--- config.mk ---
export PLATFORM = sky130hd
export DESIGN_NAME = mont_expo_job_scheduler
export DESIGN_NICKNAME = d
export VERILOG_FILES = /design/src/rtl/mont_expo_job_scheduler.sv
export SDC_FILE = /design/constraint.sdc
export NUM_CORES = 1
export LEC_CHECK = 0
export BUFFER_PORTS_ARGS = -buffer_cell sky130_fd_sc_hd__buf_2
export CORE_MARGIN = 2
export CORE_UTILIZATION = 45
export DETAILED_ROUTE_END_ITERATION = 10
export PLACE_DENSITY_LB_ADDON = 0.12
export SLEW_MARGIN = 10
export SYNTH_ARGS = -nofsm -noshare
export SYNTH_HDL_FRONTEND = slang
export SYNTH_SLANG_ARGS = --single-unit
export TNS_END_PERCENT = 1
--- constraint.sdc ---
create_clock -name clk_in -period 2.5 [get_ports clk_in]
set_input_delay 0.5 -clock clk_in [delete_from_list [all_inputs] [get_ports clk_in]]
set_output_delay 0.5 -clock clk_in [all_outputs]
set_load 0.005 [all_outputs]
--- src/rtl/mont_expo_job_scheduler.sv ---
// Job sequencer and two-way round-robin arbiter for the shared Montgomery exponentiation engine:
// loads the granted operand, drives constant-memory indices, forwards tagged results, resets the engine between jobs.
module mont_expo_job_scheduler #(
  parameter int REGISTER_SIZE = 32,
  parameter int BITS_IN_NUM   = 4096,
  parameter int EXP_BITS      = BITS_IN_NUM / 2
) (
  input  logic                                           clk_in,
  input  logic                                           rst_n_in,
  input  logic [1:0]                                     req_valid_in,
  input  logic [REGISTER_SIZE-1:0]                       req0_block_in,
  input  logic [REGISTER_SIZE-1:0]                       req1_block_in,
  output logic [1:0]                                     req_ready_out,
  output logic [REGISTER_SIZE-1:0]                       eng_block_out,
  output logic                                           eng_valid_out,
  output logic                                           eng_rst_out,
  input  logic                                           eng_consumed_k_in,
  input  logic                                           eng_consumed_nsq_in,
  input  logic                                           eng_consumed_n_in,
  input  logic                                           eng_valid_in,
  input  logic [REGISTER_SIZE-1:0]                       eng_data_in,
  output logic [$clog2(BITS_IN_NUM/REGISTER_SIZE)-1:0]   k_addr_out,
  output logic [$clog2(BITS_IN_NUM/REGISTER_SIZE)-1:0]   nsq_addr_out,
  output logic [$clog2(EXP_BITS)-1:0]                    n_bit_idx_out,
  output logic                                           res_valid_out,
  output logic [REGISTER_SIZE-1:0]                       res_data_out,
  output logic                                           res_id_out,
  output logic                                           busy_out,
  output logic [15:0]                                    jobs_done_out
);

  localparam int NB = BITS_IN_NUM / REGISTER_SIZE;
  localparam int AW = $clog2(NB);
  localparam int NW = $clog2(EXP_BITS);
  localparam int CW = AW + 1;

  typedef enum logic [1:0] {IDLE, LOAD, COMPUTE, FLUSH} state_t;

  state_t        state, state_nx;
  logic          grant, grant_nx;
  logic          last_grant;
  logic [CW-1:0] load_cnt, res_cnt;
  logic          accept, res_take, idx_en;

  assign eng_rst_out = (state == FLUSH) | ~rst_n_in;
  assign busy_out    = (state != IDLE);
  assign idx_en      = (state == LOAD) || (state == COMPUTE);

  always_comb begin
    state_nx      = state;
    grant_nx      = grant;
    req_ready_out = '0;
    eng_block_out = '0;
    eng_valid_out = 1'b0;
    accept        = 1'b0;
    res_take      = 1'b0;
    case (state)
      IDLE: begin
        if (|req_valid_in) begin
          state_nx = LOAD;
          // On a tie the requester not served last wins; otherwise the lone requester.
          grant_nx = (&req_valid_in) ? ~last_grant : req_valid_in[1];
        end
      end
      LOAD: begin
        req_ready_out[grant] = (load_cnt < CW'(NB));
        eng_block_out        = grant ? req1_block_in : req0_block_in;
        accept               = req_valid_in[grant] & req_ready_out[grant];
        eng_valid_out        = accept;
        if (accept && load_cnt == CW'(NB - 1)) state_nx = COMPUTE;
      end
      COMPUTE: begin
        res_take = eng_valid_in;
        if (eng_valid_in && res_cnt == CW'(NB - 1)) state_nx = FLUSH;
      end
      FLUSH:   state_nx = IDLE;
      default: state_nx = IDLE;
    endcase
  end

  always_ff @(posedge clk_in) begin
    if (!rst_n_in) begin
      state         <= IDLE;
      grant         <= 1'b0;
      last_grant    <= 1'b1;
      load_cnt      <= '0;
      res_cnt       <= '0;
      k_addr_out    <= '0;
      nsq_addr_out  <= '0;
      n_bit_idx_out <= '0;
      res_valid_out <= 1'b0;
      res_data_out  <= '0;
      res_id_out    <= 1'b0;
      jobs_done_out <= '0;
    end else begin
      state         <= state_nx;
      grant         <= grant_nx;
      res_valid_out <= res_take;
      if (accept) load_cnt <= load_cnt + CW'(1);
      if (res_take) begin
        res_cnt      <= res_cnt + CW'(1);
        res_data_out <= eng_data_in;
        res_id_out   <= grant;
      end
      if (idx_en) begin
        if (eng_consumed_k_in)
          k_addr_out <= (k_addr_out == AW'(NB - 1)) ? '0 : k_addr_out + AW'(1);
        if (eng_consumed_nsq_in)
          nsq_addr_out <= (nsq_addr_out == AW'(NB - 1)) ? '0 : nsq_addr_out + AW'(1);
        if (eng_consumed_n_in)
          n_bit_idx_out <= (n_bit_idx_out == NW'(EXP_BITS - 1)) ? '0 : n_bit_idx_out + NW'(1);
      end
      // FLUSH never overlaps accept/result/index activity, so these clears cannot collide.
      if (state == FLUSH) begin
        load_cnt      <= '0;
        res_cnt       <= '0;
        k_addr_out    <= '0;
        nsq_addr_out  <= '0;
        n_bit_idx_out <= '0;
        jobs_done_out <= jobs_done_out + 16'd1;
        last_grant    <= grant;
      end
    end
  end

endmodule
==> metrics.csv <==
stage,metric,value,unit
finish,number of diodes,0,
place,cell count after placement,872,
routing,via count,4399,
setup_path,critical path start-end classification,reg -> out,
global_route,number of antenna violations at the first check in global routing,0,
finish,FILL cells,945,
die,Die X-Extent,104.2,um
yosys,post-synthesis area per instance,8.343,sq um
cts,clock transition at the register clock pins on the worst setup and hold paths after CTS,0.09,ns
cts,total of cells resized after clock tree synthesis,0,
setup_path,CP endpoint kind,output port,
setup_path,arrival time of data at the critical path endpoint,1.72,ns
yosys,"EDFF count, synth",0,
timing,setup repair after global routing missed its margin,no,
cts,later-pin clock latency in the skew report,0.36,ns
finish,final net count,865,
routing,total wire length,12.02,mm
timing,Layout Skew,0.01193,ns
place,last weighted congestion value of the routability-driven placer,0.8954,
routing,mean number of vias per cell,4.954,
setup_path,Worst R2R Setup Slack,0.55,ns
finish,layout cells sized above 1,32.45,%
setup_path,element type at the critical path start,flip-flop,
cts,clock tree from TritonCTS,built,
power,Peak VDD IR,336.6,uV
routing,Antenna Violating Nets Remaining,0,
setup_path,Required @ worst endpoint,2.00,ns
yosys,"Warnings, synthesis",0,
timing,Final Max Tran Viols,0,
finish,layout overhead on the synthesized area,31.16,%
routing,DR DRC count,0,
timing,Total Neg Setup Slack,0,ns
global_route,maximum number of pins on one net before global-route repair,51,
cts,maximum clock insertion buffer count,2,
yosys,syn_nets,657,
power,P_leak,2.614,nW
place,setup slack at placement,0.5768,ns
yosys,Yosys cell types,43,
worst_hold_path,class of the most critical hold timing path,in -> reg,
timing,total of endpoints with negative setup slack in the final report,0,
yosys,gate count of the mapped netlist,542,
routing,Routed wire per std cell,13.53,um
timing,maximum clock frequency,450.9,MHz
timing,min Tclk post-route,2.218,ns
die,standard cell core area,0.009774,sq mm
cts,CTS H-tree depth,3,
global_route,via count of the first global-routing pass,3998,
finish,Non-Filler Instances,888,
setup_path,maximum fanout along the worst path,12,
status,status,"finished, final reports clean",
global_route,global-route wire length before repair,19.31,mm
timing,transition time of the tightest slew-check pin,0.5495,ns
yosys,area of the mapped netlist,0.004522,sq mm
power,ratio of total power to cell area,668.2,mW/mm^2
finish,"commonest non-fill, non-tap cell in the layout",sky130_fd_sc_hd__buf_2,
yosys,top flip-flop cell by instance count after synthesis,sky130_fd_sc_hd__dfxtp_1,
timing,number of failing hold endpoints at the final stage,0,
die,I/O pins,216,
global_route,GRT Total Usage,21.31,%
routing,detailed-routing iteration count for the pre-antenna-repair pass,4,
timing,final setup slack of the worst path,0.2821,ns
cts,number of clock sinks,95,
finish,most frequent cells in the layout,"sky130_fd_sc_hd__buf_2 (215), sky130_fd_sc_hd__nand2_1 (106), sky130_fd_sc_hd__dfxtp_1 (94)",
die,die area,0.01087,sq mm
cts,number of buffers added to fix hold violations after cts,0,
yosys,number of synthesized register bits,95,
timing,Slew headroom,62.78,%
global_route,GR Overflow Total,0,
yosys,share of synthesized registers carrying an async set or reset,0,%
flow_run,total of max-cap violations,0,
routing,number of violations reported at the end of detailed-routing iteration 0,208,
place,sum of net half-perimeters after detailed placement,9.156,mm
cts,number of buffers inserted to repair setup after CTS,0,
cts,cell at the root of the clock tree,sky130_fd_sc_hd__clkbuf_8,
cts,number of buffers inserted during clock tree synthesis,9,
die,height of the die,104.2,um
die,Initial Utilization,46.26,%
die,number of core rows,36,
timing,portion of the clock cycle consumed by the worst path in the final layout,88.72,%
place,input/output buffers,215,
yosys,"Seq/Total Area, Yosys",42.06,%
-- cells in the mapped netlist, types with 2 or more instances --
library cell               count  area share, %
sky130_fd_sc_hd__buf_2         5           0.55
sky130_fd_sc_hd__buf_6         2           0.50
sky130_fd_sc_hd__a21oi_1      46            5.1
sky130_fd_sc_hd__or3_1         5           0.69
sky130_fd_sc_hd__nand3_4       2           0.77
sky130_fd_sc_hd__o21ai_0       9            1.0
sky130_fd_sc_hd__o31ai_1       4           0.66
sky130_fd_sc_hd__nor3_1        7           0.77
sky130_fd_sc_hd__nor2b_1      32            4.4
sky130_fd_sc_hd__and2_1        4           0.55
sky130_fd_sc_hd__nand3_1      11            1.2
sky130_fd_sc_hd__nand4_1      14            1.9
sky130_fd_sc_hd__xnor2_1      21            4.1
sky130_fd_sc_hd__mux2i_1      37            8.2
sky130_fd_sc_hd__buf_1         3           0.25
sky130_fd_sc_hd__nand2_1     106            8.8
sky130_fd_sc_hd__xor2_1       18            3.5
sky130_fd_sc_hd__clkbuf_1     15            1.2
sky130_fd_sc_hd__and3_1        4           0.55
sky130_fd_sc_hd__ha_1         11            3.0
sky130_fd_sc_hd__nor4_1        8            1.1
sky130_fd_sc_hd__inv_1         8           0.66
sky130_fd_sc_hd__or4_1         2           0.33
sky130_fd_sc_hd__and4_1        2           0.39
sky130_fd_sc_hd__dfxtp_1      95             42
sky130_fd_sc_hd__nor2_1       54            4.5
-- metal layers --
metal | GRT usage (%) | wire, um
met3 | 3.571 | 492
met1 | 28.19 | 5595
met5 | 0 | 0
met2 | 35.39 | 5727
met4 | 6.950 | 200
-- sequential cells by signal, indices dropped and copies added (netlist names) --
| name | count |
|---|---|
| state | 2 |
| last_grant | 1 |
| grant | 1 |
| k_addr_out | 7 |
| res_valid_out | 1 |
| jobs_done_out | 16 |
| nsq_addr_out | 7 |
| n_bit_idx_out | 11 |
| load_cnt | 8 |
| res_id_out | 1 |
| res_cnt | 8 |
| res_data_out | 32 |
-- through the flow --
step	power, mW	hold WS (ns)	cell area (sq um)	utilization (%)
after floorplan	2.398	0.4400	4522	-
final	3.963	0.3652	5931	60.68
after global routing	4.197	0.3585	5931	60.68
after global placement	2.833	0.4394	5703	58.35
after detailed placement	2.862	0.4440	5703	58.35
after CTS	3.998	0.3549	5931	60.68
-- worst paths after layout --
kind                   startpoint                to  cells past startpoint
hold reg to reg   res_data_out[4]   res_data_out[4]                      2
setup / recovery            grant     eng_valid_out                      3
setup reg to reg         state[0]  n_bit_idx_out[3]                      6
hold / removal    eng_data_in[28]  res_data_out[28]                      3
-- area by class of cell --
type / count / area, sq um / area share, %
tap: 133 / 166.4 / 2.806
sequential: 95 / 1903 / 32.09
timing repair buffer: 222 / 1129 / 19.03
multi-input combinational: 412 / 2467 / 41.60
inverter: 10 / 37.54 / 0.6329
clock inverter: 6 / 90.09 / 1.519
clock buffer: 10 / 137.6 / 2.321
-- report_power, final --
group / switching (mW) / internal (mW) / leakage (nW) / total [mW]
Sequential: 0.103 / 1.62 / 0.767 / 1.73
Clock: 0.540 / 0.596 / 0.113 / 1.14
Combinational: 0.588 / 0.511 / 1.73 / 1.10
Total: 1.23 / 2.73 / 2.61 / 3.96
-- cell families after synthesis --
family | after synthesis | synth area share [%]
buffers and inverters | 35 | 3.375
and+or+nand+nor | 257 | 27.20
adders and majority gates | 11 | 3.044
xor gates and xnor gates | 39 | 7.554
DFF | 95 | 42.06
AOI/OAI and AO/OA | 67 | 8.274
muxes | 38 | 8.495
-- worst max-delay path, stage by stage, from the launching register on --
cell and delay (ns):
sky130_fd_sc_hd__dfxtp_2 0.52, sky130_fd_sc_hd__mux2i_2 0.50, sky130_fd_sc_hd__nor2_1 0.16, sky130_fd_sc_hd__buf_2 0.16
Note: power is estimated with default switching activity, not from simulation.
